===== src/rtl/core_wb_arbiter_if.sv =====
// Write-back bus between the five execution units, the arbiter and the register file.
// The master modport is the unit/regfile side; the slave modport is the arbiter.
interface core_wb_arbiter_if;
    localparam int unsigned WORD_W = 32;
    localparam int unsigned REG_W  = 4;
    localparam int unsigned MASK_W = 16;

    logic              alu_a_valid;
    logic [REG_W-1:0]  alu_a_rd;
    logic [WORD_W-1:0] alu_a_value;
    logic              alu_a_stall;

    logic              alu_b_valid;
    logic [REG_W-1:0]  alu_b_rd;
    logic [WORD_W-1:0] alu_b_value;
    logic              alu_b_stall;

    logic              mul_valid;
    logic [REG_W-1:0]  mul_rd;
    logic [WORD_W-1:0] mul_value;
    logic              mul_stall;

    logic              ldst_valid;
    logic [REG_W-1:0]  ldst_rd;
    logic [WORD_W-1:0] ldst_value;
    logic              ldst_stall;

    logic              branch_valid;
    logic [REG_W-1:0]  branch_rd;
    logic [WORD_W-1:0] branch_value;
    logic              branch_stall;

    logic              wr_a_en;
    logic [REG_W-1:0]  wr_a_r;
    logic [WORD_W-1:0] wr_a_value;
    logic              wr_b_en;
    logic [REG_W-1:0]  wr_b_r;
    logic [WORD_W-1:0] wr_b_value;

    logic [MASK_W-1:0] wb_pending;
    logic              wb_stall_branch;

    modport master (
        output alu_a_valid, alu_a_rd, alu_a_value,
        output alu_b_valid, alu_b_rd, alu_b_value,
        output mul_valid, mul_rd, mul_value,
        output ldst_valid, ldst_rd, ldst_value,
        output branch_valid, branch_rd, branch_value,
        input  alu_a_stall, alu_b_stall, mul_stall, ldst_stall, branch_stall,
        input  wr_a_en, wr_a_r, wr_a_value, wr_b_en, wr_b_r, wr_b_value,
        input  wb_pending, wb_stall_branch
    );

    modport slave (
        input  alu_a_valid, alu_a_rd, alu_a_value,
        input  alu_b_valid, alu_b_rd, alu_b_value,
        input  mul_valid, mul_rd, mul_value,
        input  ldst_valid, ldst_rd, ldst_value,
        input  branch_valid, branch_rd, branch_value,
        output alu_a_stall, alu_b_stall, mul_stall, ldst_stall, branch_stall,
        output wr_a_en, wr_a_r, wr_a_value, wr_b_en, wr_b_r, wr_b_value,
        output wb_pending, wb_stall_branch
    );
endinterface


===== src/rtl/core_wb_arbiter.sv =====
// Write-back arbiter: grants up to two of five unit results per cycle onto the two
// register-file write ports; ALUs have fixed priority, long units rotate round-robin.
module core_wb_arbiter (
    input  logic               clk,
    input  logic               rst,
    core_wb_arbiter_if.slave   wb
);
    localparam int unsigned N_UNITS = 5;
    localparam int unsigned WORD_W  = 32;
    localparam int unsigned REG_W   = 4;
    localparam int unsigned MASK_W  = 16;

    localparam logic [2:0] U_ALU_A  = 3'd0;
    localparam logic [2:0] U_ALU_B  = 3'd1;
    localparam logic [2:0] U_MUL    = 3'd2;
    localparam logic [2:0] U_LDST   = 3'd3;
    localparam logic [2:0] U_BRANCH = 3'd4;

    typedef enum logic [1:0] {RR_MUL = 2'd0, RR_LDST = 2'd1, RR_BRANCH = 2'd2} rr_e;

    rr_e               rr_q, rr_d;
    logic              alu_yield_q, alu_yield_d;
    logic              wr_a_en_q, wr_a_en_d, wr_b_en_q, wr_b_en_d;
    logic [REG_W-1:0]  wr_a_r_q, wr_a_r_d, wr_b_r_q, wr_b_r_d;
    logic [WORD_W-1:0] wr_a_value_q, wr_a_value_d, wr_b_value_q, wr_b_value_d;

    logic [N_UNITS-1:0] valid, grant, stall;
    logic [REG_W-1:0]   rd    [N_UNITS];
    logic [WORD_W-1:0]  value [N_UNITS];
    logic [2:0]         ord   [N_UNITS];
    logic [MASK_W-1:0]  pending;
    logic               any_long, yield_now, long_granted;
    logic [1:0]         n_grant;
    logic [2:0]         sel_a, sel_b, last_long;

    always_comb begin
        valid    = {wb.branch_valid, wb.ldst_valid, wb.mul_valid, wb.alu_b_valid, wb.alu_a_valid};
        rd[0]    = wb.alu_a_rd;    value[0] = wb.alu_a_value;
        rd[1]    = wb.alu_b_rd;    value[1] = wb.alu_b_value;
        rd[2]    = wb.mul_rd;      value[2] = wb.mul_value;
        rd[3]    = wb.ldst_rd;     value[3] = wb.ldst_value;
        rd[4]    = wb.branch_rd;   value[4] = wb.branch_value;
    end

    // Priority walk: alu_a, alu_b, then long units starting at rr; skip same-rd collisions.
    always_comb begin
        any_long     = |valid[4:2];
        yield_now    = alu_yield_q && any_long;
        ord[0]       = U_ALU_A;
        ord[1]       = U_ALU_B;
        unique case (rr_q)
            RR_LDST:   begin ord[2] = U_LDST;   ord[3] = U_BRANCH; ord[4] = U_MUL;    end
            RR_BRANCH: begin ord[2] = U_BRANCH; ord[3] = U_MUL;    ord[4] = U_LDST;   end
            default:   begin ord[2] = U_MUL;    ord[3] = U_LDST;   ord[4] = U_BRANCH; end
        endcase
        grant        = '0;
        n_grant      = 2'd0;
        sel_a        = U_ALU_A;
        sel_b        = U_ALU_A;
        last_long    = U_MUL;
        long_granted = 1'b0;
        for (int k = 0; k < int'(N_UNITS); k++) begin
            if (!rst && valid[ord[k]] && !(ord[k] == U_ALU_B && yield_now) && n_grant != 2'd2) begin
                if (n_grant == 2'd0) begin
                    grant[ord[k]] = 1'b1;
                    sel_a         = ord[k];
                    n_grant       = 2'd1;
                end else if (rd[ord[k]] != rd[sel_a]) begin
                    grant[ord[k]] = 1'b1;
                    sel_b         = ord[k];
                    n_grant       = 2'd2;
                end
                if (grant[ord[k]] && ord[k] >= U_MUL) begin
                    long_granted = 1'b1;
                    last_long    = ord[k];
                end
            end
        end
    end

    // Stalls, pending mask, and next-state for rr, alu_yield and the write ports.
    always_comb begin
        stall   = valid & ~grant & {N_UNITS{~rst}};
        pending = '0;
        for (int u = 0; u < int'(N_UNITS); u++) begin
            if (stall[u]) pending[rd[u]] = 1'b1;
        end

        rr_d = rr_q;
        if (long_granted) begin
            unique case (last_long)
                U_MUL:   rr_d = RR_LDST;
                U_LDST:  rr_d = RR_BRANCH;
                default: rr_d = RR_MUL;
            endcase
        end

        alu_yield_d = alu_yield_q;
        if (!any_long)                alu_yield_d = 1'b0;
        else if (valid[0] && valid[1]) alu_yield_d = ~alu_yield_q;

        wr_a_en_d    = (n_grant != 2'd0);
        wr_a_r_d     = rd[sel_a];
        wr_a_value_d = value[sel_a];
        wr_b_en_d    = (n_grant == 2'd2);
        wr_b_r_d     = rd[sel_b];
        wr_b_value_d = value[sel_b];
    end

    always_ff @(posedge clk) begin
        if (rst) begin
            rr_q        <= RR_MUL;
            alu_yield_q <= 1'b0;
            wr_a_en_q   <= 1'b0;
            wr_b_en_q   <= 1'b0;
        end else begin
            rr_q        <= rr_d;
            alu_yield_q <= alu_yield_d;
            wr_a_en_q   <= wr_a_en_d;
            wr_b_en_q   <= wr_b_en_d;
        end
    end

    // Address/data need no reset: they are ignored while the enables are low.
    always_ff @(posedge clk) begin
        wr_a_r_q     <= wr_a_r_d;
        wr_a_value_q <= wr_a_value_d;
        wr_b_r_q     <= wr_b_r_d;
        wr_b_value_q <= wr_b_value_d;
    end

    assign wb.alu_a_stall     = stall[0];
    assign wb.alu_b_stall     = stall[1];
    assign wb.mul_stall       = stall[2];
    assign wb.ldst_stall      = stall[3];
    assign wb.branch_stall    = stall[4];
    assign wb.wb_pending      = pending;
    assign wb.wb_stall_branch = stall[4];
    assign wb.wr_a_en         = wr_a_en_q;
    assign wb.wr_a_r          = wr_a_r_q;
    assign wb.wr_a_value      = wr_a_value_q;
    assign wb.wr_b_en         = wr_b_en_q;
    assign wb.wr_b_r          = wr_b_r_q;
    assign wb.wr_b_value      = wr_b_value_q;
endmodule


===== src/flat_wrapper.sv =====
// flat-port wrapper written by rule: the top's interface ports become plain ports
module core_wb_arbiter_flat 
  (clk, rst, wb_alu_a_valid, wb_alu_a_rd, wb_alu_a_value, wb_alu_b_valid, wb_alu_b_rd, wb_alu_b_value, wb_mul_valid, wb_mul_rd, wb_mul_value, wb_ldst_valid, wb_ldst_rd, wb_ldst_value, wb_branch_valid, wb_branch_rd, wb_branch_value, wb_alu_a_stall, wb_alu_b_stall, wb_mul_stall, wb_ldst_stall, wb_branch_stall, wb_wr_a_en, wb_wr_a_r, wb_wr_a_value, wb_wr_b_en, wb_wr_b_r, wb_wr_b_value, wb_wb_pending, wb_wb_stall_branch);
  core_wb_arbiter_if wb_i ();
  input  logic clk;
  input  logic rst;
  input wire logic [$bits(wb_i.alu_a_valid)-1:0] wb_alu_a_valid;
  input wire logic [$bits(wb_i.alu_a_rd)-1:0] wb_alu_a_rd;
  input wire logic [$bits(wb_i.alu_a_value)-1:0] wb_alu_a_value;
  input wire logic [$bits(wb_i.alu_b_valid)-1:0] wb_alu_b_valid;
  input wire logic [$bits(wb_i.alu_b_rd)-1:0] wb_alu_b_rd;
  input wire logic [$bits(wb_i.alu_b_value)-1:0] wb_alu_b_value;
  input wire logic [$bits(wb_i.mul_valid)-1:0] wb_mul_valid;
  input wire logic [$bits(wb_i.mul_rd)-1:0] wb_mul_rd;
  input wire logic [$bits(wb_i.mul_value)-1:0] wb_mul_value;
  input wire logic [$bits(wb_i.ldst_valid)-1:0] wb_ldst_valid;
  input wire logic [$bits(wb_i.ldst_rd)-1:0] wb_ldst_rd;
  input wire logic [$bits(wb_i.ldst_value)-1:0] wb_ldst_value;
  input wire logic [$bits(wb_i.branch_valid)-1:0] wb_branch_valid;
  input wire logic [$bits(wb_i.branch_rd)-1:0] wb_branch_rd;
  input wire logic [$bits(wb_i.branch_value)-1:0] wb_branch_value;
  output wire logic [$bits(wb_i.alu_a_stall)-1:0] wb_alu_a_stall;
  output wire logic [$bits(wb_i.alu_b_stall)-1:0] wb_alu_b_stall;
  output wire logic [$bits(wb_i.mul_stall)-1:0] wb_mul_stall;
  output wire logic [$bits(wb_i.ldst_stall)-1:0] wb_ldst_stall;
  output wire logic [$bits(wb_i.branch_stall)-1:0] wb_branch_stall;
  output wire logic [$bits(wb_i.wr_a_en)-1:0] wb_wr_a_en;
  output wire logic [$bits(wb_i.wr_a_r)-1:0] wb_wr_a_r;
  output wire logic [$bits(wb_i.wr_a_value)-1:0] wb_wr_a_value;
  output wire logic [$bits(wb_i.wr_b_en)-1:0] wb_wr_b_en;
  output wire logic [$bits(wb_i.wr_b_r)-1:0] wb_wr_b_r;
  output wire logic [$bits(wb_i.wr_b_value)-1:0] wb_wr_b_value;
  output wire logic [$bits(wb_i.wb_pending)-1:0] wb_wb_pending;
  output wire logic [$bits(wb_i.wb_stall_branch)-1:0] wb_wb_stall_branch;
  assign wb_i.alu_a_valid = wb_alu_a_valid;
  assign wb_i.alu_a_rd = wb_alu_a_rd;
  assign wb_i.alu_a_value = wb_alu_a_value;
  assign wb_i.alu_b_valid = wb_alu_b_valid;
  assign wb_i.alu_b_rd = wb_alu_b_rd;
  assign wb_i.alu_b_value = wb_alu_b_value;
  assign wb_i.mul_valid = wb_mul_valid;
  assign wb_i.mul_rd = wb_mul_rd;
  assign wb_i.mul_value = wb_mul_value;
  assign wb_i.ldst_valid = wb_ldst_valid;
  assign wb_i.ldst_rd = wb_ldst_rd;
  assign wb_i.ldst_value = wb_ldst_value;
  assign wb_i.branch_valid = wb_branch_valid;
  assign wb_i.branch_rd = wb_branch_rd;
  assign wb_i.branch_value = wb_branch_value;
  assign wb_alu_a_stall = wb_i.alu_a_stall;
  assign wb_alu_b_stall = wb_i.alu_b_stall;
  assign wb_mul_stall = wb_i.mul_stall;
  assign wb_ldst_stall = wb_i.ldst_stall;
  assign wb_branch_stall = wb_i.branch_stall;
  assign wb_wr_a_en = wb_i.wr_a_en;
  assign wb_wr_a_r = wb_i.wr_a_r;
  assign wb_wr_a_value = wb_i.wr_a_value;
  assign wb_wr_b_en = wb_i.wr_b_en;
  assign wb_wr_b_r = wb_i.wr_b_r;
  assign wb_wr_b_value = wb_i.wr_b_value;
  assign wb_wb_pending = wb_i.wb_pending;
  assign wb_wb_stall_branch = wb_i.wb_stall_branch;
  core_wb_arbiter u_core (.clk(clk), .rst(rst), .wb(wb_i));
endmodule

===== config.mk =====
export PLATFORM = sky130hd
export DESIGN_NAME = core_wb_arbiter_flat
export DESIGN_NICKNAME = d
export VERILOG_FILES = /design/src/rtl/core_wb_arbiter_if.sv /design/src/rtl/core_wb_arbiter.sv /design/src/flat_wrapper.sv
export SDC_FILE = /design/constraint.sdc
export NUM_CORES = 1
export LEC_CHECK = 0
export BUFFER_PORTS_ARGS = -buffer_cell sky130_fd_sc_hd__buf_2
export CAP_MARGIN = 20
export CORE_MARGIN = 2
export CORE_UTILIZATION = 24
export CTS_CLUSTER_DIAMETER = 40
export DETAILED_ROUTE_END_ITERATION = 10
export GPL_TIMING_DRIVEN = 0
export PLACE_DENSITY = 0.56
export SLEW_MARGIN = 10
export SYNTH_ARGS = -nofsm -noshare
export SYNTH_HDL_FRONTEND = slang
export SYNTH_SLANG_ARGS = --single-unit
export TNS_END_PERCENT = 5

===== constraint.sdc =====
create_clock -name clk -period 6.1 [get_ports clk]
set_clock_uncertainty 0.1 [all_clocks]
set_input_delay 1.22 -clock clk [delete_from_list [all_inputs] [get_ports clk]]
set_output_delay 1.22 -clock clk [all_outputs]
set_load 0.05 [all_outputs]

==> run_results.csv <==
group,metric,value,unit
logic_synthesis,synth-seq-cells,77,
clocking,clk_latency,0.34,ns
timing,setup_viol,17,
detailed_routing,wirelength,33100,um
logic_synthesis,yosysWarnings,0,
logic_synthesis,synth_adder_area_share,0.724,%
placed_design,io_buffers,275,
timing,post-route-period-util,102,%
logic_synthesis,yosysSeqAreaShare,22.3,%
critical_path,worst_setup_path_start_kind,"input port",
clocking,postCtsHoldBufs,0,
clocking,clockBufferDepth,2,
pwr,leakagePower,4.44,nW
timing,fin_ws,-0.141,ns
detailed_routing,drc,0,
cells_and_area,areaGrowthSynthToFinish,39.7,%
worst_hold_path,holdPathEnd,"u_core.alu_yield_q$_SDFFE_PP0P_",
clocking,cts_tree,"yes",
floorplan,core_area,28500,sq um
logic_synthesis,synthTopCellsByCount,"mux2i_1, dfxtp_1, nand2_1",
global_routing,grt_util_all_layers,21.1,%
clocking,h-tree-depth,3,
critical_path,worstPathRequired,4.78,ns
flow_run,cap_violations,0,
logic_synthesis,avgSynthCellArea,9.10,sq um
logic_synthesis,synth_area_leaders,"dfxtp_1, mux4_2, mux2i_1, a22o_1, o221ai_1",
critical_path,crit_path_max_fanout,7,
global_routing,grt_max_degree,15,
logic_synthesis,yosysMostFrequentCell,"mux2i_1",
timing,finalHoldViolations,0,
cells_and_area,drive_gt1_share,42.9,%
timing,slew_viol_final,0,
critical_path,r2r-start,"u_core.rr_q[0]$_SDFFE_PP0P_",
logic_synthesis,postSynthCellCount,760,
logic_synthesis,synth_top_cell_area_share,22.3,%
clocking,clkSinkCount,77,
logic_synthesis,synth_nets,951,
timing,tightest_slew,0.923,ns
global_routing,grt-ovfl-total,0,
timing,fin_setup_tns,-1.53,ns
clocking,numCtsBuffers,9,
cells_and_area,antenna_cells,0,
logic_synthesis,synth_compound_area_share,25.1,%
timing,post-route-min-period,6.24,ns
pwr,p_per_area,603,nW/um^2
logic_synthesis,ys_async_sr_fraction,0,%
logic_synthesis,synth-xor-area-share,0.760,%
cells_and_area,n_fill_cell,3050,
logic_synthesis,synth_top_family_by_area,"multiplexers",
global_routing,grt_pass1_wl,49200,um
timing,rsz0062_at_grt,"true",
floorplan,fp.dieArea,30200,sq um
logic_synthesis,synth-edff-count,0,
pwr,power,5.83,mW
pwr,vdd_drop_max,0.289,mV
critical_path,end_kind,"output port",
cells_and_area,nets,1262,
floorplan,die_y,174,um
critical_path,cp.arrival,4.92,ns
logic_synthesis,yosys_most_used_dff,"dfxtp_1",
floorplan,rows,62,
clocking,clock-root-buffer,"clkbuf_16",
logic_synthesis,muxShareOfSynthArea,27.0,%
timing,fin_hold_ws,0.651,ns
outcome,violations,"setup timing",
logic_synthesis,synth_area,6920,sq um
timing,max-slew-margin-rel,38.5,%
detailed_routing,ant_nets,0,
detailed_routing,drt_pass1_iterations,5,
cells_and_area,fin_util,33.8,%
detailed_routing,vias_per_cell,5.64,
timing,fmax,160,MHz
detailed_routing,vias,8234,
critical_path,r2r-end,"u_core.wb.wr_b_r[1]$_DFF_P_",
detailed_routing,drt_iter0_markers,799,
logic_synthesis,synth_top_cell_by_area,"dfxtp_1",
floorplan,start_util,24.2,%
global_routing,antenna_found_initial,0,
critical_path,reg2reg_slack,1.01,ns
critical_path,criticalPathCategory,"in2out",
worst_hold_path,min-delay-start,"u_core.alu_yield_q$_SDFFE_PP0P_",
global_routing,grt_pass1_vias,8110,
placed_design,place.gp.congestion,0.932,
worst_hold_path,min_path_cells,2,
outcome,status,"finished, violations left",
floorplan,die_w,174,um
detailed_routing,wire_per_inst,22.6,um
floorplan,pin_count,283,
placed_design,dp_hpwl,24800,um
clocking,cts.clk_slew.worst_paths,0.07,ns
worst_hold_path,hold_class,"reg2reg",
logic_synthesis,yosysUniqueCellTypes,81,
logic_synthesis,yosys.area_share.simple,17.7,%
critical_path,r2r_cells,17,
-- report_power, final --
group          internal, mW  leakage, nW  switching, mW  total [mW]
Sequential            0.789        0.649         0.0672       0.856
Combinational          1.52         3.65           2.88        4.40
Clock                 0.322        0.140          0.252       0.574
-- cells in the final DEF (no fill, tap or decap), types with 12 or more instances in the layout --
cell type / Yosys / layout
buf_2: 19 / 284
mux2i_1: 87 / 87
dfxtp_1: 77 / 77
nand2_1: 63 / 61
nand3_1: 43 / 41
buf_4: 8 / 40
mux4_2: 40 / 40
a22o_1: 39 / 37
o221ai_1: 36 / 36
clkbuf_1: 33 / 29
nor2_1: 31 / 28
a21oi_1: 21 / 19
inv_1: 15 / 14
o21ai_0: 14 / 14
a22oi_1: 14 / 14
nand2b_1: 13 / 13
nand4_1: 13 / 13
buf_6: 8 / 12
-- final cells by class --
type | count | area (sq um) | share of cell area (%)
well taps | 384 | 480 | 4.97
clock buffers | 10 | 229 | 2.37
flip-flops and latches | 77 | 1540 | 16.0
plain buffers | 69 | 382 | 3.95
clock inverters | 6 | 71.3 | 0.738
repair buffers | 303 | 1650 | 17.0
multi-input cells | 596 | 5260 | 54.4
inverters | 15 | 56.3 | 0.583
-- state kept, by name, summed over array words and instances (netlist names) --
name / cells
u_core.wb.wr_a_value: 32
u_core.wb.wr_b_r: 4
u_core.wb.wr_b_en: 1
u_core.rr_q: 2
u_core.wb.wr_a_r: 4
u_core.wb.wr_b_value: 32
u_core.wb.wr_a_en: 1
u_core.alu_yield_q: 1
-- metrics by stage --
stage / instance area [sq um] / worst slack [ns] / std cells
after floorplan: 6920 / -0.241 / 760
after global placement: 8780 / -0.902 / 1419
after detailed placement: 8790 / -0.930 / 1420
after CTS: 9510 / -0.0101 / 1454
after global routing: 9660 / -0.225 / 1460
final: 9660 / -0.141 / 1460
-- cell families (layout without fill, tap and decap cells) --
family,after synthesis,after routing
flip-flops,77,77
AND/OR/NAND/NOR,236,236
adder cells (fa/ha/maj),4,4
XOR/XNOR,6,6
buffers and inverters,87,403
multiplexers,135,135
other,1,1
AO/OA/AOI/OAI,214,214
-- worst max-delay path by stage --
stage	start	endpoint	slack [ns]	cells after the start
final	wb_branch_valid	wb_wb_pending[14]	-0.14	16
after floorplan	wb_alu_a_valid	wb_wb_pending[12]	-0.24	14
after global routing	wb_branch_valid	wb_wb_pending[14]	-0.22	15
after CTS	wb_alu_a_valid	wb_wb_pending[15]	-0.01	15
after detailed placement	wb_ldst_valid	wb_wb_pending[14]	-0.93	15
after global placement	wb_ldst_valid	wb_wb_pending[14]	-0.90	15
-- layer usage --
metal | global-route usage, % | share of wire [%]
met1 | 26.2 | 40
met2 | 37.1 | 48
met3 | 3.93 | 8.3
met4 | 6.27 | 2.8
met5 | 0 | 0
-- repair_timing --
| action | CTS | global route |
|---|---|---|
| buffers inserted | 19 | 7 |
| cloned | 1 | 0 |
| pin swaps | 19 | 18 |
| endpoints found under the setup margin | 21 | 20 |
| gates resized for setup | 55 | 30 |
-- critical path, cell delays in order --
cell and delay, ns:
buf_12 0.11, or3_4 0.41, a311oi_4 0.46, buf_6 0.21, nor3_1 0.06, a211o_1 0.30, and3_1 0.18, a211oi_4 0.25
buf_4 0.18, a31oi_4 0.12, a221o_1 0.42, a31oi_4 0.29, buf_6 0.16, nand4_1 0.10, o211ai_1 0.19, buf_4 0.26
Note: power is estimated with default switching activity, not from simulation.
